--- src/rtl/uart_dump.sv ---
`default_nettype none
// ============================================================================
// Module   : uart_dump
// Purpose  : Debug readback engine. On a start pulse it reads a contiguous
//            block of 32-bit words through the RIB master-1 read port and
//            sends each word over a UART TX line as four 8N1 frames,
//            least-significant byte first.
// Ports    : clk_i, rst_n_i        - clock, asynchronous active-low reset
//            dump_en_i             - level enable; low aborts to idle
//            start_i               - one-cycle start pulse (idle only)
//            start_addr_i          - first byte address (bits [1:0] ignored)
//            word_cnt_i            - number of words to dump
//            rib_rreq_o            - bus read request
//            mem_raddr_o           - bus read address
//            mem_rdata_i           - bus read data (combinational)
//            rib_hold_i            - arbitration hold, read not granted
//            uart_tx_o             - serial output, idle high
//            busy_o                - dump in progress
//            done_o                - one-cycle pulse on normal completion
// Revision : 1.0 - initial release
// ============================================================================
module uart_dump #(
  parameter int unsigned BAUD_DIV = 434,
  parameter int unsigned CNT_W    = 16
) (
  input  logic             clk_i,
  input  logic             rst_n_i,
  input  logic             dump_en_i,
  input  logic             start_i,
  input  logic [31:0]      start_addr_i,
  input  logic [CNT_W-1:0] word_cnt_i,
  output logic             rib_rreq_o,
  output logic [31:0]      mem_raddr_o,
  input  logic [31:0]      mem_rdata_i,
  input  logic             rib_hold_i,
  output logic             uart_tx_o,
  output logic             busy_o,
  output logic             done_o
);

  localparam int unsigned       BAUD_W    = $clog2(BAUD_DIV);
  localparam logic [BAUD_W-1:0] BAUD_LAST = BAUD_W'(BAUD_DIV - 1);

  typedef enum logic [2:0] {
    S_IDLE = 3'd0,
    S_READ = 3'd1,
    S_TX   = 3'd2,
    S_NEXT = 3'd3,
    S_DONE = 3'd4
  } state_t;

  state_t             state_q,     state_d;
  logic [31:0]        addr_q,      addr_d;
  logic [CNT_W-1:0]   remaining_q, remaining_d;
  logic [31:0]        word_q,      word_d;
  logic [1:0]         byte_idx_q,  byte_idx_d;
  logic [BAUD_W-1:0]  baud_cnt_q,  baud_cnt_d;
  logic [3:0]         bit_cnt_q,   bit_cnt_d;
  logic               tx_q,        tx_d;
  logic               rreq_q,      rreq_d;
  logic               busy_q,      busy_d;
  logic               done_q,      done_d;
  logic [9:0]         frame_w;

  always_comb begin
    state_d     = state_q;
    addr_d      = addr_q;
    remaining_d = remaining_q;
    word_d      = word_q;
    byte_idx_d  = byte_idx_q;
    baud_cnt_d  = baud_cnt_q;
    bit_cnt_d   = bit_cnt_q;
    busy_d      = busy_q;

    case (state_q)
      S_IDLE: begin
        if (start_i && dump_en_i) begin
          addr_d      = start_addr_i & ~32'h3;
          remaining_d = word_cnt_i;
          busy_d      = 1'b1;
          state_d     = (word_cnt_i == '0) ? S_DONE : S_READ;
        end
      end
      S_READ: begin
        if (!rib_hold_i) begin
          word_d     = mem_rdata_i;
          byte_idx_d = 2'd0;
          baud_cnt_d = '0;
          bit_cnt_d  = 4'd0;
          state_d    = S_TX;
        end
      end
      S_TX: begin
        if (baud_cnt_q == BAUD_LAST) begin
          baud_cnt_d = '0;
          if (bit_cnt_q == 4'd9) begin
            bit_cnt_d = 4'd0;
            if (byte_idx_q == 2'd3) begin
              state_d = S_NEXT;
            end else begin
              byte_idx_d = byte_idx_q + 2'd1;
            end
          end else begin
            bit_cnt_d = bit_cnt_q + 4'd1;
          end
        end else begin
          baud_cnt_d = baud_cnt_q + BAUD_W'(1);
        end
      end
      S_NEXT: begin
        addr_d      = addr_q + 32'd4;
        remaining_d = remaining_q - CNT_W'(1);
        state_d     = (remaining_q == CNT_W'(1)) ? S_DONE : S_READ;
      end
      S_DONE: begin
        busy_d  = 1'b0;
        state_d = S_IDLE;
      end
      default: begin
        state_d = S_IDLE;
        busy_d  = 1'b0;
      end
    endcase

    // Abort overrides any transition; a frame in flight is simply cut off.
    if (!dump_en_i && (state_q != S_IDLE)) begin
      state_d    = S_IDLE;
      busy_d     = 1'b0;
      baud_cnt_d = '0;
      bit_cnt_d  = 4'd0;
    end

    // Outputs are registered: derive them from the next-cycle state so they
    // line up exactly with the state they describe.
    frame_w = {1'b1, word_d[{byte_idx_d, 3'b000} +: 8], 1'b0};
    tx_d    = (state_d == S_TX) ? frame_w[bit_cnt_d] : 1'b1;
    rreq_d  = (state_d == S_READ);
    done_d  = (state_d == S_DONE);
  end

  always_ff @(posedge clk_i or negedge rst_n_i) begin
    if (!rst_n_i) begin
      state_q     <= S_IDLE;
      addr_q      <= '0;
      remaining_q <= '0;
      word_q      <= '0;
      byte_idx_q  <= '0;
      baud_cnt_q  <= '0;
      bit_cnt_q   <= '0;
      tx_q        <= 1'b1;
      rreq_q      <= 1'b0;
      busy_q      <= 1'b0;
      done_q      <= 1'b0;
    end else begin
      state_q     <= state_d;
      addr_q      <= addr_d;
      remaining_q <= remaining_d;
      word_q      <= word_d;
      byte_idx_q  <= byte_idx_d;
      baud_cnt_q  <= baud_cnt_d;
      bit_cnt_q   <= bit_cnt_d;
      tx_q        <= tx_d;
      rreq_q      <= rreq_d;
      busy_q      <= busy_d;
      done_q      <= done_d;
    end
  end

  // The address register is only written in IDLE and NEXT, so it is stable
  // throughout READ and can drive the bus directly.
  assign mem_raddr_o = addr_q;
  assign rib_rreq_o  = rreq_q;
  assign uart_tx_o   = tx_q;
  assign busy_o      = busy_q;
  assign done_o      = done_q;

endmodule
`default_nettype wire

--- config.mk ---
export PLATFORM = sky130hd
export DESIGN_NAME = uart_dump
export DESIGN_NICKNAME = d
export VERILOG_FILES = /design/src/rtl/uart_dump.sv
export SDC_FILE = /design/constraint.sdc
export NUM_CORES = 1
export LEC_CHECK = 0
export CORE_MARGIN = 2
export CORE_UTILIZATION = 34
export DETAILED_ROUTE_END_ITERATION = 10
export MAX_ROUTING_LAYER = met4
export PLACE_DENSITY_LB_ADDON = 0.05
export SYNTH_ARGS = -nofsm -noshare
export SYNTH_HDL_FRONTEND = slang
export SYNTH_SLANG_ARGS = --single-unit
--- constraint.sdc ---
create_clock -name clk_i -period 6.15 [get_ports clk_i]
set_clock_uncertainty 0.05 [all_clocks]
set_input_delay 1.23 -clock clk_i [delete_from_list [all_inputs] [get_ports clk_i]]
set_output_delay 1.23 -clock clk_i [all_outputs]
set_load 0.01 [all_outputs]
==> summary.txt, run 1 <==
Status
  • Run status: finished clean

Min path
  • Type of the tightest min-delay check: register to register
  • Hold Crit Endpoint: word_q[14]$_DFF_PN0_
  • Worst Hold Depth: 2
  • Hold wc startpoint: word_q[14]$_DFF_PN0_

Floorplan
  • Number of rows in the core area: 46
  • Placeable Area: 15,800 µm²
  • Initial cell density of the core: 34.4%
  • Area enclosed by the die boundary: 17,000 µm²
  • Chip height: 130 µm
  • I/O pin count: 121
  • Width of the die: 130 µm

Power
  • Sw frac: 39.6%
  • Switching component of the power: 0.00115 W
  • Power share of the sequential group: 40.5%
  • Total Power: 0.00290 W
  • Internal power summed over all cells: 0.00175 W
  • Clock network fraction of total power: 19.3%
  • Largest voltage drop on the vdd net: 0.225 mV
  • Power Density: 413 nW/µm²
  • Comb power frac: 40.2%
  • Leakage component of the power: 3.01 nW

Synthesis
  • Async set-or-reset flop fraction in the synthesized netlist: 100%
  • Sequential element share of the synthesized area: 46.1%
  • Synthesized cell area: 5430 µm²
  • Cells after Synth: 642
  • Most numerous cell types in the synthesized netlist: sky130_fd_sc_hd__nand2_1 (164), sky130_fd_sc_hd__dfrtp_1 (99), sky130_fd_sc_hd__nor2_1 (62)
  • Average instance area after synthesis: 8.46 µm²
  • Number of synthesis warnings: 0
  • Cell type with the largest total area after synthesis: sky130_fd_sc_hd__dfrtp_1
  • Area fraction of the dominant cell type after synthesis: 45.6%
  • Number of synthesized flops with an enable pin: 0
  • Unique masters post-synth: 65
  • Number of synthesized register bits: 100
  • Top cells by area in the synthesized netlist: sky130_fd_sc_hd__dfrtp_1 (46%), sky130_fd_sc_hd__nand2_1 (11%), sky130_fd_sc_hd__nor2_1 (4.3%), sky130_fd_sc_hd__o21ai_0 (3.5%), sky130_fd_sc_hd__a21oi_1 (2.4%)
  • Most frequent cell after synthesis: sky130_fd_sc_hd__nand2_1
  • Predominant post-synthesis flop cell: sky130_fd_sc_hd__dfrtp_1

Setup path
  • Kind of start point of the critical path: input pin
  • Cell family with most CP delay: compound AO/OA/AOI/OAI gates
  • R2r setup slk: 2.72 ns
  • Startpoint-to-endpoint class of the critical path: input pin to register
  • FF-to-FF Start: state_q[2]$_DFF_PN0_
  • Data required, critical path: 6.38 ns
  • Stage delay of the slowest cell on the critical path: 0.78 ns
  • Number of cell instances on the worst register-to-register path: 8
  • Top cell by count, worst path: sky130_fd_sc_hd__mux2i_1
  • Data arrival at the endpoint of the critical path: 4.44 ns
  • Reg-to-reg endpoint: uart_tx_o$_DFF_PN1_
  • Count of buffering cells on the critical path with inverters included: 1
  • Number of logic stages on the critical path including buffering: 9
  • Critical Path Slowest Stage Cell: sky130_fd_sc_hd__or4b_4
  • Endpoint kind of the worst setup timing path: register
  • Critical Path Fanout Max: 37
  • Series of cell instances along the critical path: clkdlybuf4s50_1 > or4b_4 > and3_4 > o31ai_4 > mux2i_1 > mux2i_1 > a211oi_1 > a221o_1 > a32oi_1

Clock tree
  • Number of buffers created by CTS: 9
  • Clock tree from TritonCTS: built
  • Count of cells resized by post-cts repair: 0
  • Clock tree buffer depth: 2
  • # clock sinks: 100
  • Clk pin slew, worst setup/hold paths: 0.07 ns
  • Total number of H-tree levels: 3
  • Insertion delay of the later-clocked pin in the worst-skew pair: 0.36 ns
  • Clock tree root driver cell: sky130_fd_sc_hd__clkbuf_16
  • Hold buffers post-CTS: 0
  • Post-CTS setup buffer count: 0

Global route
  • Largest net degree at the start of global routing: 54
  • First-pass GRT wire length: 25.0 mm
  • GR Overflow Total: 0
  • Vias in the first global route: 4,917
  • Number of antenna violations at the first check in global routing: 0
  • Gr usage total: 19.3%

Flow run
  • Max-capacitance violation count: 0

Detailed routing
  • Detailed-route wire length: 15.3 mm
  • Number of violations reported at the end of detailed-routing iteration 0: 288
  • Initial DRT Pass Iterations: 6
  • Wire length per cell: 15.9 µm
  • Via density per instance: 5.24
  • Residual DRC count: 0
  • Count of nets left with antenna violations after detail routing: 0
  • Total via count after detailed routing: 5,053

Timing
  • Final count of negative-setup-slack endpoints: 0
  • Tmin final: 4.21 ns
  • Relative slew margins: 37.9%
  • Setup repair after global routing missed its margin: no
  • Transition at the pin with the smallest max-transition slack: 0.928 ns
  • Upper clock frequency limit: 238 MHz
  • Final worst setup slack: 1.94 ns
  • Sum Neg Setup Slack: 0 ns
  • Final cycle utilization of the critical path: 68.4%
  • Max Transition Viols Final: 0
  • Final Hold Vio Count: 0

Placed design
  • Buffers added on ports: 116
  • HPWL Detailed: 10.6 mm
  • Pre-CTS setup slack: 1.54 ns
  • Final weighted congestion in routability-driven placement: 0.809

Layout
  • Fin nets: 836
  • Layout overhead on the synthesized area: 29.6%
  • Layout cells sized above 1: 5.21%
  • Ant diodes: 0
## cell usage in the layout, fill, tap and decap left out, types with 4 or more instances in the layout
cell type and instances:
sky130_fd_sc_hd__nand2_1 164, sky130_fd_sc_hd__clkdlybuf4s50_1 115, sky130_fd_sc_hd__dfrtp_1 99, sky130_fd_sc_hd__nor2_1 62, sky130_fd_sc_hd__o21ai_0 38, sky130_fd_sc_hd__a21oi_1 26
sky130_fd_sc_hd__nor3_1 25, sky130_fd_sc_hd__nand3_1 20, sky130_fd_sc_hd__nor4_1 17, sky130_fd_sc_hd__inv_1 12, sky130_fd_sc_hd__mux2i_1 12, sky130_fd_sc_hd__and3_1 11
sky130_fd_sc_hd__a221o_1 10, sky130_fd_sc_hd__clkbuf_16 9, sky130_fd_sc_hd__nand4_1 7, sky130_fd_sc_hd__o211ai_1 7, sky130_fd_sc_hd__ha_1 7, sky130_fd_sc_hd__buf_4 7
sky130_fd_sc_hd__o311ai_0 6, sky130_fd_sc_hd__o22ai_1 6, sky130_fd_sc_hd__and2_1 5, sky130_fd_sc_hd__a211oi_1 5, sky130_fd_sc_hd__nor2b_1 4, sky130_fd_sc_hd__and4_1 4
sky130_fd_sc_hd__a311oi_1 4
## per-stage QoR
step                      hold WS, ns  utilization, %  cells  cell area, µm²
after floorplan                 0.390               -    643            5440
after global placement          0.408            42.8    949            6760
after detailed placement        0.413            42.8    949            6760
after CTS                       0.432            44.6    965            7040
after global routing            0.456            44.6    965            7040
final                           0.427            44.6    965            7040
## tightest hold or removal path, cell delays in order, from the launching register on
cell,delay [ns]
sky130_fd_sc_hd__dfrtp_1,0.33
sky130_fd_sc_hd__nand2_1,0.04
sky130_fd_sc_hd__nand2_1,0.07
## kinds of logic after synthesis
group | synth area share (%)
adders and majority gates | 1.61
other | 0.0690
and+or+nand+nor | 30.3
xor gates and xnor gates | 0.161
buffers and inverters | 3.92
DFF | 46.1
AOI/OAI and AO/OA | 15.3
muxes | 2.63
## state kept, by name, indices dropped and copies added (netlist names)
| signal | count |
|---|---|
| byte_idx_q | 2 |
| uart_tx_o | 1 |
| busy_o | 1 |
| done_o | 1 |
| state_q | 3 |
| rib_rreq_o | 1 |
| bit_cnt_q | 4 |
| baud_cnt_q | 9 |
| mem_raddr_o | 30 |
| remaining_q | 16 |
| word_q | 32 |
## layout make-up
cell class / count / area (µm²)
tap: 216 / 270
inverter: 14 / 52.6
fill: 1631 / 8730
sequential: 100 / 2500
timing repair buffer: 122 / 1200
clock inverter: 7 / 57.6
clock buffer: 9 / 225
multi-input combinational: 497 / 2730
## power by group through the flow
stage               Clock (W)  Sequential, W  Combinational [W]
floorplan                   0        0.00116           0.000692
global placement            0        0.00118            0.00116
detailed placement          0        0.00118            0.00117
CTS                  0.000580        0.00117            0.00118
global route         0.000600        0.00122            0.00132
finish               0.000561        0.00118            0.00117
## layer usage
| metal | wire length (µm) | track usage (%) | part of all wire [%] | vias up |
|---|---|---|---|---|
| met5 | 0 | - | 0 | - |
| met4 | 185 | 4.94 | 1.2 | 0 |
| met3 | 614 | 3.87 | 4.0 | 9 |
| met2 | 6730 | 28.1 | 44 | 112 |
| met1 | 7780 | 27.7 | 51 | 2440 |
| li1 | - | - | - | 2492 |
## how the worst max path moves through the flow
stage                    start                  end  slack (ns)
floorplan           rib_hold_i  uart_tx_o$_DFF_PN1_        2.58
global placement    rib_hold_i  uart_tx_o$_DFF_PN1_        1.59
detailed placement  rib_hold_i  uart_tx_o$_DFF_PN1_        1.54
CTS                 rib_hold_i  uart_tx_o$_DFF_PN1_        1.91
global route        rib_hold_i  uart_tx_o$_DFF_PN1_        1.70
finish              rib_hold_i  uart_tx_o$_DFF_PN1_        1.94
(Power assumes the default switching activity.)
==> inputs of run 2 (changes only) <==
==> constraint.sdc (replaced) <==
create_clock -name clk_i -period 3.8 [get_ports clk_i]
set_clock_uncertainty 0.05 [all_clocks]
set_input_delay 0.76 -clock clk_i [delete_from_list [all_inputs] [get_ports clk_i]]
set_output_delay 0.76 -clock clk_i [all_outputs]
set_load 0.01 [all_outputs]
==> run 2 against run 1 <==
Net effect:
- worst hold slack got worse by 0.0023 ns
- combinational power grew 62%
- largest power group unchanged
- clock power increased by 77%
==> summary.txt, run 2 (synthesized netlist as in run 1, its figures left out) <==
Timing
  • Transition at the pin with the smallest max-transition slack: 0.897 ns (was 0.928 ns)
  • Final Hold Vio Count: 0 (unchanged)
  • Setup repair after global routing missed its margin: no (unchanged)
  • Final worst setup slack: 0.564 ns (was 1.94 ns)
  • Tmin final: 3.24 ns
  • Upper clock frequency limit: 309 MHz
  • Worst-case hold slack: 0.425 ns (was 0.427 ns)
  • Max Transition Viols Final: 0 (unchanged)
  • Sum Neg Setup Slack: 0 ns (unchanged)
  • Final count of negative-setup-slack endpoints: 0 (unchanged)
  • Relative slew margins: 40.0% (was 37.9%)
  • Final cycle utilization of the critical path: 85.1%

Floorplan
  • Initial cell density of the core: 34.4% (unchanged)
  • I/O pin count: 121 (unchanged)
  • Placeable Area: 15,800 µm² (unchanged)
  • Number of rows in the core area: 46 (unchanged)
  • Chip height: 130 µm (unchanged)
  • Width of the die: 130 µm (unchanged)
  • Area enclosed by the die boundary: 17,000 µm² (unchanged)

Flow run
  • Max-capacitance violation count: 0 (unchanged)

Layout
  • Number of flip-flops in the largest register: 32 (unchanged)
  • Layout cells sized above 1: 6.08% (was 5.21%)
  • Most common library cell in the layout ignoring fill and taps: sky130_fd_sc_hd__nand2_1 (unchanged)
  • Fin nets: 845 (was 836)
  • Most flops, register: word_q (unchanged)
  • Ant diodes: 0 (unchanged)
  • Layout overhead on the synthesized area: 31.4% (was 29.6%)
  • Layout Cells excl Fill: 973 (was 965)
  • Most frequent cells in the layout: sky130_fd_sc_hd__nand2_1 (164), sky130_fd_sc_hd__clkdlybuf4s50_1 (115), sky130_fd_sc_hd__dfrtp_1 (99) (unchanged)

Placed design
  • Placed Instances: 958 (was 949)
  • HPWL Detailed: 10.7 mm (was 10.6 mm)
  • Buffers added on ports: 116 (unchanged)
  • Final weighted congestion in routability-driven placement: 0.828 (was 0.809)
  • Pre-CTS setup slack: 0.238 ns (was 1.54 ns)

Detailed routing
  • Wire length per cell: 15.7 µm (was 15.9 µm)
  • Total via count after detailed routing: 5,090 (was 5,053)
  • Initial DRT Pass Iterations: 5 (was 6)
  • Count of nets left with antenna violations after detail routing: 0 (unchanged)
  • Number of violations reported at the end of detailed-routing iteration 0: 289 (was 288)
  • Residual DRC count: 0 (unchanged)
  • Detailed-route wire length: 15.2 mm (was 15.3 mm)
  • Via density per instance: 5.23 (was 5.24)

Clock tree
  • Clock tree from TritonCTS: built (unchanged)
  • Number of buffers created by CTS: 9 (unchanged)
  • Clk pin slew, worst setup/hold paths: 0.07 ns (about the same)
  • Clock tree buffer depth: 2 (unchanged)
  • Hold buffers post-CTS: 0 (unchanged)
  • Count of cells resized by post-cts repair: 0 (unchanged)
  • Total number of H-tree levels: 3 (unchanged)
  • Insertion delay of the later-clocked pin in the worst-skew pair: 0.35 ns (was 0.36 ns)
  • Clock tree root driver cell: sky130_fd_sc_hd__clkbuf_16 (unchanged)
  • Post-CTS setup buffer count: 0 (unchanged)
  • # clock sinks: 100 (unchanged)

Setup path
  • Startpoint-to-endpoint class of the critical path: input pin to register (unchanged)
  • Data arrival at the endpoint of the critical path: 3.46 ns (was 4.44 ns)
  • Endpoint kind of the worst setup timing path: register (unchanged)
  • Data required, critical path: 4.02 ns (was 6.38 ns)
  • Critical Path Fanout Max: 16 (was 37)
  • Kind of start point of the critical path: input pin (unchanged)

Power
  • Power Density: 673 nW/µm² (was 413 nW/µm²)
  • Leakage component of the power: 3.06 nW (was 3.01 nW)
  • Largest voltage drop on the vdd net: 0.285 mV (was 0.225 mV)
  • Total Power: 0.00480 W (was 0.00290 W)

Global route
  • Gr usage total: 19.5% (was 19.3%)
  • Number of antenna violations at the first check in global routing: 0 (unchanged)
  • Vias in the first global route: 4,993 (was 4,917)
  • First-pass GRT wire length: 25.5 mm (was 25.0 mm)
  • Largest net degree at the start of global routing: 64 (was 54)
  • GR Overflow Total: 0 (unchanged)

Status
  • Run status: finished clean (unchanged)

Min path
  • Type of the tightest min-delay check: register to register (unchanged)
run 2: path summary, 6_finish.rpt:
path                                                 from                          end  cells after the start  slack, ns
worst max-delay path                           rib_hold_i          uart_tx_o$_DFF_PN1_                      9       0.56
worst max register to register  baud_cnt_q[1]$_DFFE_PN0P_          uart_tx_o$_DFF_PN1_                     12       0.71
min in group asynchronous                         rst_n_i   remaining_q[2]$_DFFE_PN0P_                      1       0.45
worst min-delay path                 word_q[23]$_DFF_PN0_         word_q[23]$_DFF_PN0_                      2       0.42
worst min register to register       word_q[23]$_DFF_PN0_         word_q[23]$_DFF_PN0_                      2       0.42
max in group asynchronous                         rst_n_i  mem_raddr_o[27]$_DFFE_PN0P_                      2       2.45
run 2: stage by stage:
step           utilization [%]  instance area (µm²)
6_report                  45.3                 7140
5_1_grt                   45.3                 7140
4_1_cts                   45.3                 7140
3_5_place_dp              43.3                 6820
3_3_place_gp              43.3                 6820
2_1_floorplan                -                 5440
run 2: cell type report:
class / instances / area, µm²
multi-input combinational: 497 / 2730
sequential: 100 / 2500
inverter: 14 / 52.6
clock inverter: 5 / 85.1
tap: 216 / 270
clock buffer: 10 / 229
timing repair buffer: 131 / 1270
fill: 1603 / 8630
run 2: per-layer routing:
layer | vias up | wire length, µm | track usage (%) | part of all wire [%]
met5 | - | 0 | - | 0
met3 | 13 | 598 | 3.66 | 3.9
met4 | 0 | 184 | 4.76 | 1.2
met1 | 2451 | 7570 | 27.4 | 50
met2 | 118 | 6880 | 29.2 | 45
li1 | 2508 | - | - | -
run 2: critical path, cell delays in order:
cell and delay, ns:
sky130_fd_sc_hd__clkdlybuf4s50_1 0.49, sky130_fd_sc_hd__or4b_4 0.59, sky130_fd_sc_hd__buf_4 0.22, sky130_fd_sc_hd__a21oi_2 0.19, sky130_fd_sc_hd__clkinv_1 0.26, sky130_fd_sc_hd__or3_1 0.44, sky130_fd_sc_hd__o311ai_0 0.12, sky130_fd_sc_hd__o2111ai_1 0.16
sky130_fd_sc_hd__a32oi_1 0.23
run 2: power by group:
part	total [W]	leakage, nW	internal [W]	switching [W]
Sequential	0.00191	1.24	0.00150	0.000408
Combinational	0.00190	1.67	0.000900	0.00100
Clock	0.000993	0.149	0.000578	0.000415
Total	0.00480	3.06	0.00298	0.00182
==> inputs of run 3 (changes only) <==
--- a/config.mk
+++ b/config.mk
@@ -9,7 +9,7 @@
 export CORE_UTILIZATION = 34
 export DETAILED_ROUTE_END_ITERATION = 10
 export MAX_ROUTING_LAYER = met4
-export PLACE_DENSITY_LB_ADDON = 0.05
+export PLACE_DENSITY = 0.67
 export SYNTH_ARGS = -nofsm -noshare
 export SYNTH_HDL_FRONTEND = slang
 export SYNTH_SLANG_ARGS = --single-unit
==> run 3 against run 2 <==
Net effect:
- first-iteration DRC count grew 26%
- final cell count grew 0.10%
- clock power up 4%
- routed wire length fell by 2.7%
- clock-buffer cell count increased by 1
- sequential cell count stayed put
- combinational power about the same
- final area rose by 0.32%
- largest cell class unchanged
- largest power group unchanged
==> summary.txt, run 3 (synthesized netlist as in run 1, its figures left out) <==
Clock tree
  • Post-CTS setup buffer count: 0 (unchanged)
  • Clock tree from TritonCTS: built (unchanged)
  • Clock tree root driver cell: sky130_fd_sc_hd__clkbuf_16 (unchanged)
  • Clk pin slew, worst setup/hold paths: 0.07 ns (about the same)
  • Hold buffers post-CTS: 0 (unchanged)
  • Insertion delay of the later-clocked pin in the worst-skew pair: 0.36 ns (was 0.35 ns)
  • Number of buffers created by CTS: 9 (unchanged)
  • Total number of H-tree levels: 3 (unchanged)
  • # clock sinks: 100 (unchanged)
  • Clock tree buffer depth: 2 (unchanged)
  • Count of cells resized by post-cts repair: 0 (unchanged)

Layout
  • Ant diodes: 0 (unchanged)
  • Most frequent cells in the layout: sky130_fd_sc_hd__nand2_1 (164), sky130_fd_sc_hd__clkdlybuf4s50_1 (115), sky130_fd_sc_hd__dfrtp_1 (99) (unchanged)
  • Fin nets: 845 (unchanged)
  • Count of filler cells inserted in the layout: 1,587 (was 1,603)
  • Layout cells sized above 1: 6.33% (was 6.08%)
  • Number of flip-flops in the largest register: 32 (unchanged)
  • Final core utilization: 45.4% (was 45.3%)
  • Most flops, register: word_q (unchanged)
  • Layout overhead on the synthesized area: 31.8% (was 31.4%)
  • Layout Cells excl Fill: 974 (was 973)
  • Most common library cell in the layout ignoring fill and taps: sky130_fd_sc_hd__nand2_1 (unchanged)

Detailed routing
  • Residual DRC count: 0 (unchanged)
  • Count of nets left with antenna violations after detail routing: 0 (unchanged)
  • Number of violations reported at the end of detailed-routing iteration 0: 363 (was 289)
  • Via density per instance: 5.19 (was 5.23)
  • Initial DRT Pass Iterations: 5 (unchanged)
  • Detailed-route wire length: 14.8 mm (was 15.2 mm)
  • Total via count after detailed routing: 5,055 (was 5,090)
  • Wire length per cell: 15.2 µm (was 15.7 µm)

Timing
  • Max Transition Viols Final: 0 (unchanged)
  • Final Hold Vio Count: 0 (unchanged)
  • Relative slew margins: 42.4% (was 40.0%)
  • Sum Neg Setup Slack: 0 ns (unchanged)
  • Final cycle utilization of the critical path: 86.3% (was 85.1%)
  • Upper clock frequency limit: 305 MHz (was 309 MHz)
  • Final worst setup slack: 0.521 ns (was 0.564 ns)
  • Setup repair after global routing missed its margin: no (unchanged)
  • Tmin final: 3.28 ns (was 3.24 ns)
  • Transition at the pin with the smallest max-transition slack: 0.860 ns (was 0.897 ns)
  • Final count of negative-setup-slack endpoints: 0 (unchanged)

Global route
  • Number of antenna violations at the first check in global routing: 0 (unchanged)
  • Vias in the first global route: 4,945 (was 4,993)
  • GR Overflow Total: 0 (unchanged)
  • Gr usage total: 19.0% (was 19.5%)
  • First-pass GRT wire length: 24.7 mm (was 25.5 mm)
  • Largest net degree at the start of global routing: 62 (was 64)

Floorplan
  • Area enclosed by the die boundary: 17,000 µm² (unchanged)
  • Placeable Area: 15,800 µm² (unchanged)
  • I/O pin count: 121 (unchanged)
  • Width of the die: 130 µm (unchanged)
  • Initial cell density of the core: 34.4% (unchanged)
  • Number of rows in the core area: 46 (unchanged)
  • Chip height: 130 µm (unchanged)

Setup path
  • Data required, critical path: 4.03 ns (was 4.02 ns)
  • R2r setup slk: 0.72 ns (was 0.71 ns)
  • Data arrival at the endpoint of the critical path: 3.51 ns (was 3.46 ns)
  • Startpoint-to-endpoint class of the critical path: input pin to register (unchanged)
  • Critical Path Fanout Max: 11 (was 16)
  • Kind of start point of the critical path: input pin (unchanged)
  • Endpoint kind of the worst setup timing path: register (unchanged)

Placed design
  • Buffers added on ports: 116 (unchanged)
  • Final weighted congestion in routability-driven placement: 0.847 (was 0.828)
  • Placed Instances: 958 (unchanged)
  • HPWL Detailed: 10.6 mm (was 10.7 mm)
  • Pre-CTS setup slack: 0.185 ns (was 0.238 ns)

Power
  • Switching component of the power: 0.00181 W (was 0.00182 W)
  • Largest voltage drop on the vdd net: 0.281 mV (was 0.285 mV)
  • Comb power frac: 39.1% (was 39.6%)
  • Clock network fraction of total power: 21.5% (was 20.7%)
  • Power Density: 673 nW/µm² (about the same)
  • Power share of the sequential group: 39.4% (was 39.7%)
  • Sw frac: 37.5% (was 38.0%)
  • Leakage component of the power: 3.07 nW (was 3.06 nW)
  • Internal power summed over all cells: 0.00301 W (was 0.00298 W)

Status
  • Run status: finished clean (unchanged)

Flow run
  • Max-capacitance violation count: 0 (unchanged)

Min path
  • Type of the tightest min-delay check: register to register (unchanged)
-- run 3: changes by cell type in the layout (fill, tap and decap cells not counted) --
cell,previous run,this run
sky130_fd_sc_hd__clkbuf_1,1,0
sky130_fd_sc_hd__clkinvlp_4,1,2
sky130_fd_sc_hd__inv_6,1,0
sky130_fd_sc_hd__clkbuf_8,0,2
-- run 3: final cells by class --
| class | count | area, µm² | share of cell area [%] |
|---|---|---|---|
| clock buffers | 11 | 253 | 3.53 |
| clock inverters | 5 | 83.8 | 1.17 |
| inverters | 14 | 52.6 | 0.734 |
| multi-input cells | 497 | 2730 | 38.1 |
| flip-flops and latches | 100 | 2500 | 35.0 |
| well taps | 216 | 270 | 3.77 |
| repair buffers | 131 | 1270 | 17.8 |
-- run 3: routing by layer --
layer | part of all wire, % | wire [µm] | track usage [%]
met5 | 0 | 0 | -
met1 | 47 | 6990 | 25.7
met2 | 47 | 7010 | 29.3
met4 | 1.8 | 263 | 5.69
met3 | 3.8 | 560 | 3.46
-- run 3: critical path, stage by stage --
cell,delay (ns)
sky130_fd_sc_hd__clkdlybuf4s50_1,0.47
sky130_fd_sc_hd__or4b_4,0.59
sky130_fd_sc_hd__and3_4,0.20
sky130_fd_sc_hd__o31ai_4,0.34
sky130_fd_sc_hd__buf_4,0.26
sky130_fd_sc_hd__nor2_1,0.06
sky130_fd_sc_hd__nor4_1,0.26
sky130_fd_sc_hd__a211oi_1,0.09
sky130_fd_sc_hd__a221o_1,0.30
sky130_fd_sc_hd__a32oi_1,0.17
-- run 3: worst paths after layout --
check | startpoint | to | depth (start not counted)
setup / recovery | rib_hold_i | uart_tx_o$_DFF_PN1_ | 10
hold reg to reg | word_q[30]$_DFF_PN0_ | word_q[30]$_DFF_PN0_ | 2
hold / removal | word_q[30]$_DFF_PN0_ | word_q[30]$_DFF_PN0_ | 2
min in group asynchronous | rst_n_i | mem_raddr_o[10]$_DFFE_PN0P_ | 1
setup reg to reg | state_q[2]$_DFF_PN0_ | uart_tx_o$_DFF_PN1_ | 9
max in group asynchronous | rst_n_i | word_q[16]$_DFF_PN0_ | 2
-- run 3: power by group through the flow --
| stage | Clock [W] | Combinational (W) | Sequential (W) |
|---|---|---|---|
| after detailed placement | 0 | 0.00189 | 0.00190 |
| after floorplan | 0 | 0.00112 | 0.00188 |
| final | 0.00103 | 0.00189 | 0.00190 |
| after global placement | 0 | 0.00187 | 0.00190 |
| after CTS | 0.00107 | 0.00190 | 0.00189 |
| after global routing | 0.00110 | 0.00212 | 0.00197 |
-- run 3: metrics by stage --
step,area (µm²),hold slack (ns),power (W)
6_report,7160,0.427,0.00482
5_1_grt,7160,0.443,0.00518
4_1_cts,7160,0.429,0.00486
3_5_place_dp,6820,0.411,0.00380
3_3_place_gp,6820,0.407,0.00377
2_1_floorplan,5440,0.390,0.00300
